### src/rtl/ttl_74259_addr_latch_sync_if.sv
// Bus bundle for the synchronous 74259 addressable latch: control/data in, latched outputs back.
interface ttl_74259_addr_latch_sync_if #(
  parameter int unsigned OUTPUTS = 8
);
  localparam int unsigned ADDR_W = $clog2(OUTPUTS);

  logic              Clear_bar;
  logic              Enable_bar;
  logic [ADDR_W-1:0] Address;
  logic              D;
  logic [OUTPUTS-1:0] Q;
  logic              Wr_pulse;

  modport master (
    output Clear_bar, Enable_bar, Address, D,
    input  Q, Wr_pulse
  );

  modport slave (
    input  Clear_bar, Enable_bar, Address, D,
    output Q, Wr_pulse
  );
endinterface

### src/rtl/ttl_74259_addr_latch_sync.sv
// Synchronous 74LS259 model: steers one data bit into one of OUTPUTS registered
// latch bits (addressable latch), or acts as a 1-of-N demux / clear when Clear_bar is low.
module ttl_74259_addr_latch_sync #(
  parameter int unsigned        OUTPUTS     = 8,
  parameter logic [OUTPUTS-1:0] RESET_VALUE = '0,
  parameter bit                 STROBE_MODE = 1'b0
) (
  input logic                         Clk,
  input logic                         RST_n,
  ttl_74259_addr_latch_sync_if.slave  bus
);

  logic [OUTPUTS-1:0] q_r;
  logic               wr_pulse_r;
  logic               en_prev_r;

  logic [OUTPUTS-1:0] q_next_c;
  logic [OUTPUTS-1:0] sel_c;
  logic               act_c;
  logic               wr_next_c;

  // Write qualifier, one-hot target mask and next latch contents.
  // An out-of-range address shifts the single 1 off the top, leaving an empty mask,
  // so the write is dropped without a separate range compare.
  always_comb begin
    act_c     = 1'b0;
    sel_c     = '0;
    q_next_c  = q_r;
    wr_next_c = 1'b0;

    if (STROBE_MODE) begin
      act_c = !bus.Enable_bar && en_prev_r;
    end else begin
      act_c = !bus.Enable_bar;
    end

    if (act_c) begin
      sel_c = OUTPUTS'(1) << bus.Address;
    end

    if (bus.Clear_bar) begin
      q_next_c  = (q_r & ~sel_c) | (sel_c & {OUTPUTS{bus.D}});
      wr_next_c = act_c;
    end else begin
      q_next_c  = sel_c & {OUTPUTS{bus.D}};
      wr_next_c = 1'b1;
    end
  end

  // State register: latch bits, write pulse and Enable_bar history.
  always_ff @(posedge Clk or negedge RST_n) begin
    if (!RST_n) begin
      q_r        <= RESET_VALUE;
      wr_pulse_r <= 1'b0;
      en_prev_r  <= 1'b1;
    end else begin
      q_r        <= q_next_c;
      wr_pulse_r <= wr_next_c;
      en_prev_r  <= bus.Enable_bar;
    end
  end

  assign bus.Q        = q_r;
  assign bus.Wr_pulse = wr_pulse_r;

endmodule

### src/flat_wrapper.sv
// flat-port wrapper written by rule: the top's interface ports become plain ports
module ttl_74259_addr_latch_sync_flat 
#(
  parameter int unsigned        OUTPUTS     = 8,
  parameter logic [OUTPUTS-1:0] RESET_VALUE = '0,
  parameter bit                 STROBE_MODE = 1'b0
)
  (Clk, RST_n, bus_Clear_bar, bus_Enable_bar, bus_Address, bus_D, bus_Q, bus_Wr_pulse);
  ttl_74259_addr_latch_sync_if #(.OUTPUTS(OUTPUTS)) bus_i ();
  input logic Clk;
  input logic RST_n;
  input wire logic [$bits(bus_i.Clear_bar)-1:0] bus_Clear_bar;
  input wire logic [$bits(bus_i.Enable_bar)-1:0] bus_Enable_bar;
  input wire logic [$bits(bus_i.Address)-1:0] bus_Address;
  input wire logic [$bits(bus_i.D)-1:0] bus_D;
  output wire logic [$bits(bus_i.Q)-1:0] bus_Q;
  output wire logic [$bits(bus_i.Wr_pulse)-1:0] bus_Wr_pulse;
  assign bus_i.Clear_bar = bus_Clear_bar;
  assign bus_i.Enable_bar = bus_Enable_bar;
  assign bus_i.Address = bus_Address;
  assign bus_i.D = bus_D;
  assign bus_Q = bus_i.Q;
  assign bus_Wr_pulse = bus_i.Wr_pulse;
  ttl_74259_addr_latch_sync #(.OUTPUTS(OUTPUTS), .RESET_VALUE(RESET_VALUE), .STROBE_MODE(STROBE_MODE)) u_core (.Clk(Clk), .RST_n(RST_n), .bus(bus_i));
endmodule
### config.mk
export PLATFORM = sky130hd
export DESIGN_NAME = ttl_74259_addr_latch_sync_flat
export DESIGN_NICKNAME = d
export VERILOG_FILES = /design/src/rtl/ttl_74259_addr_latch_sync_if.sv /design/src/rtl/ttl_74259_addr_latch_sync.sv /design/src/flat_wrapper.sv
export SDC_FILE = /design/constraint.sdc
export NUM_CORES = 1
export LEC_CHECK = 0
export ABC_CLOCK_PERIOD_IN_PS = 1700
export CORE_AREA = 5 5 42 44
export DETAILED_ROUTE_END_ITERATION = 8
export DIE_AREA = 0 0 47 49
export GPL_TIMING_DRIVEN = 0
export PLACE_DENSITY = 0.7
export SLEW_MARGIN = 20
export SYNTH_ARGS = -nofsm -noshare
export SYNTH_HDL_FRONTEND = slang
export SYNTH_SLANG_ARGS = --single-unit
### constraint.sdc
create_clock -name Clk -period 1.7 [get_ports Clk]
set_input_delay 0.255 -clock Clk [delete_from_list [all_inputs] [get_ports Clk]]
set_output_delay 0.255 -clock Clk [all_outputs]
set_load 0.01 [all_outputs]
* Yosys cells after proc, flatten, opt, wreduce, memory -nomap -nowiden *
Index checks and enable logic that the tools add are counted.

word-level totals
  flip-flop bits (word level) = 9
  output and inout bits = 9
  word-level logic and storage cells = 11

operators by class
  shifts and indexed selects = 1
  multiplexer cells = 3
  bitwise gates (word level) = 4
  reductions and logical operators = 1

operators with widths
  operator                                                           number
  8-bit bitwise AND                                                  2
  8-bit two-way mux                                                  2
  8-bit NOT                                                          1
  8-bit OR                                                           1
  1-bit by 3-bit left shift with 8-bit output, first input constant  1
  1-bit zero test                                                    1
  1-bit two-way mux                                                  1

* Depth between registers and ports, before layout *
  depth in word-level cells = 6
  gate-level depth with buffers = 3
  mapped depth without buffers = 2

* Least setup slack after synthesis *
OpenSTA, ideal clock, no wires.

  path kind = input port to flip-flop
  from = input port bus_Enable_bar
  to = register with a tool-made name
  library setup time = 0.079 ns
  arrival time = 0.896 ns
  data required time = 1.621 ns
  path slack = 0.725 ns
  stages on the path = 3
  buffers on the path = 1
  cells stage by stage = buf_6 > nor4b_1 > mux2i_1

RTL lines
  item             RTL line            RTL
  start, declared  flat_wrapper.sv:13  input wire logic [$bits(bus_i.Enable_bar)-1:0] bus_Enable_bar;

==> flow_metrics.py <==
metrics = {
    "synth": {
        "synthArstFlopShare_pct": 100,
        "ys_seq_area_share_pct": 50.8,
        "synth.top_cells.by_area": "dfrtp_1, mux2i_1, and4bb_1, nand2_1, nor4b_1",
        "synth.distinct_cells": 11,
        "synth_top_area_cell": "dfrtp_1",
        "synth_compound_area_share_pct": 0,
        "synth_top_family_by_area": "simple AND/OR/NAND/NOR gates",
        "netlist_instances": 37,
        "synth_ff_type": "dfrtp_1",
        "synthXorXnorAreaFrac_pct": 0,
        "yosysWarnings": 0,
        "synth-seq-cells": 9,
        "synthTopCellsByCount": "dfrtp_1, nand2_1, mux2i_1, and4bb_1, nor4b_1",
        "synthAdderAreaFrac_pct": 0,
        "synthSimpleGateAreaFrac_pct": 26.8,
        "synth_top_area_share_pct": 50.8,
        "syn_area_sq_um": 443,
        "synth_edf_count": 0,
        "syn_avg_cell_area_sq_um": 12.0,
        "synth_nets": 45,
        "synth_mux_area_share_pct": 18.1,
    },
    "placement": {
        "placed_cells": 67,
        "hpwl_um": 671,
        "portBuffers": 14,
        "gp_congestion": 0.684,
        "dpl_worst_slack_ns": 0.165,
    },
    "critical_path": {
        "r2r.worst_path.cells": 2,
        "critPathMaxStageDelay_ns": 0.55,
        "ff2ff_setup_slack_ns": 1.06,
        "cp.depth": 1,
        "crit_path_start_kind": "register",
        "crit_buf_inv": 1,
        "path_cells": "clkdlybuf4s50_1",
        "worst_setup_path_end_kind": "output port",
        "path_class": "register to output port",
        "cp_slowest_cell": "clkdlybuf4s50_1",
        "crit_path_max_fanout": 2,
        "critPathCapture": "bus_Q[3]",
        "cp_data_arrival_time_ns": 1.17,
        "cp_data_required_time_ns": 1.44,
        "cpLargestDelayFamily": "buffers and inverters",
    },
    "timing": {
        "drv_slew": 0,
        "worst_slack_ns": 0.271,
        "finalHoldViolations": 0,
        "grt_setup_unrepaired": "no",
        "period_share_pct": 84.1,
        "layout_min_cycle_time_ns": 1.43,
        "whs_ns": 0.178,
        "fin_skew_ns": 0,
        "tightest_slew_ns": 0.421,
        "maxSlewHeadroom_pct": 71.9,
        "tns_ns": 0,
        "fmax_ghz": 0.700,
        "finalSetupViolations": 0,
    },
    "floorplan": {
        "fp.coreArea_sq_um": 1400,
        "die_height_um": 49,
        "die_x_um": 47,
        "num_rows": 14,
        "die_area_sq_um": 2300,
        "initial_core_util_pct": 31.6,
        "ios": 17,
    },
    "global_routing": {
        "grt_pass1_wl_um": 1720,
        "grt_pass1_vias": 353,
        "grt_max_degree": 10,
        "antenna_found_initial": 0,
        "grt_util_all_layers_pct": 10.7,
        "overflow": 0,
    },
    "routing": {
        "dr.pass1.iters": 4,
        "avgViaCountPerCell": 5.10,
        "post_drt_wl_per_cell_um": 13.5,
        "via_count": 362,
        "ant_nets": 0,
        "drc": 0,
        "drt_iter0_drc": 5,
        "wl_um": 957,
    },
    "min_path": {
        "hold_class": "primary input to register",
    },
    "clocking": {
        "cts_tree": "done",
        "post_cts_buffers": 0,
        "clock_sinks": 9,
        "path_clk_slew_ns": 0.07,
        "cts_resized": 0,
        "postCtsHoldBufs": 0,
        "insertion_delay_ns": 0.27,
        "ctsHtreeMaxLevel": 1,
        "cts-root-buf": "clkbuf_4",
        "cts_max_path_buffers": 2,
        "cts_buffers": 3,
    },
    "finish": {
        "final_nets": 64,
        "syn_to_final_growth_pct": 42.4,
        "fill_cells": 141,
        "final_layout_size_suffix_gt1_share_pct": 10.9,
        "diodes": 0,
        "final_cells": 71,
    },
    "power": {
        "power.density_nw_per_um2": 738,
        "vdd_ir_drop_max_mv": 0.398,
        "power_uw": 465,
        "p_leak_uw": 0.000264,
    },
    "flow_run": {
        "cap_viol_max_count": 0,
    },
    "status": {
        "status": "complete, no violations",
    },
}
==> how the worst min path moves through the flow <==
| stage | start | end | slack (ns) | cells past startpoint |
|---|---|---|---|---|
| after floorplan | RST_n | async pin | -0.04 | 0 |
| after global placement | bus_Enable_bar | u_core.bus.Wr_pulse | 0.46 | 2 |
| after detailed placement | bus_Enable_bar | u_core.bus.Wr_pulse | 0.46 | 2 |
| after CTS | bus_Enable_bar | u_core.bus.Wr_pulse | 0.17 | 2 |
| after global routing | bus_Enable_bar | u_core.bus.Wr_pulse | 0.17 | 2 |
| final | bus_Enable_bar | u_core.bus.Wr_pulse | 0.18 | 2 |
==> report_power, final <==
part	total [uW]	switching, uW	internal, uW	leakage (uW)
sequential	226	3.87	222	0.000120
clock	169	82.5	87.0	0.0000177
combinational	70.0	32.6	37.4	0.000126
total	465	119	346	0.000264
==> cells by family after synthesis <==
kind of cell	Yosys count
buffers and inverters	3
DFF	9
muxes	8
and+or+nand+nor	17
==> placed cells by master (no fill, tap or decap) <==
cell,instances
and4bb_1,3
buf_6,1
clkbuf_1,1
clkbuf_4,3
clkdlybuf4s50_1,14
clkinv_2,1
dfrtp_1,9
inv_1,1
mux2i_1,8
nand2_1,9
nand4b_1,1
nor4_1,1
nor4b_1,2
nor4b_2,1
==> through the flow <==
step / utilization (%) / instance area [sq um]
2_1_floorplan: - / 443
3_3_place_gp: 43.0 / 603
3_5_place_dp: 43.0 / 603
4_1_cts: 45.0 / 631
5_1_grt: 45.0 / 631
6_report: 45.0 / 631
==> layout make-up <==
cell class / count / area [sq um] / area share, %
multi-input combinational: 25 / 199 / 31.5
clock buffer: 3 / 22.5 / 3.57
sequential: 9 / 225 / 35.7
buffer: 2 / 15.0 / 2.38
tap: 16 / 20.0 / 3.17
timing repair buffer: 14 / 140 / 22.2
inverter: 1 / 3.75 / 0.595
clock inverter: 1 / 5.00 / 0.794
==> metal layers <==
| metal | up-vias | part of all wire (%) | global-route usage (%) |
|---|---|---|---|
| met2 | 18 | 45 | 12.2 |
| met1 | 175 | 45 | 15.1 |
| li1 | 167 | - | - |
| met3 | 2 | 8.2 | 5.54 |
| met5 | - | 0 | 0 |
| met4 | 0 | 1.1 | 6.91 |
No activity file was read; power rests on OpenSTA's default activity.
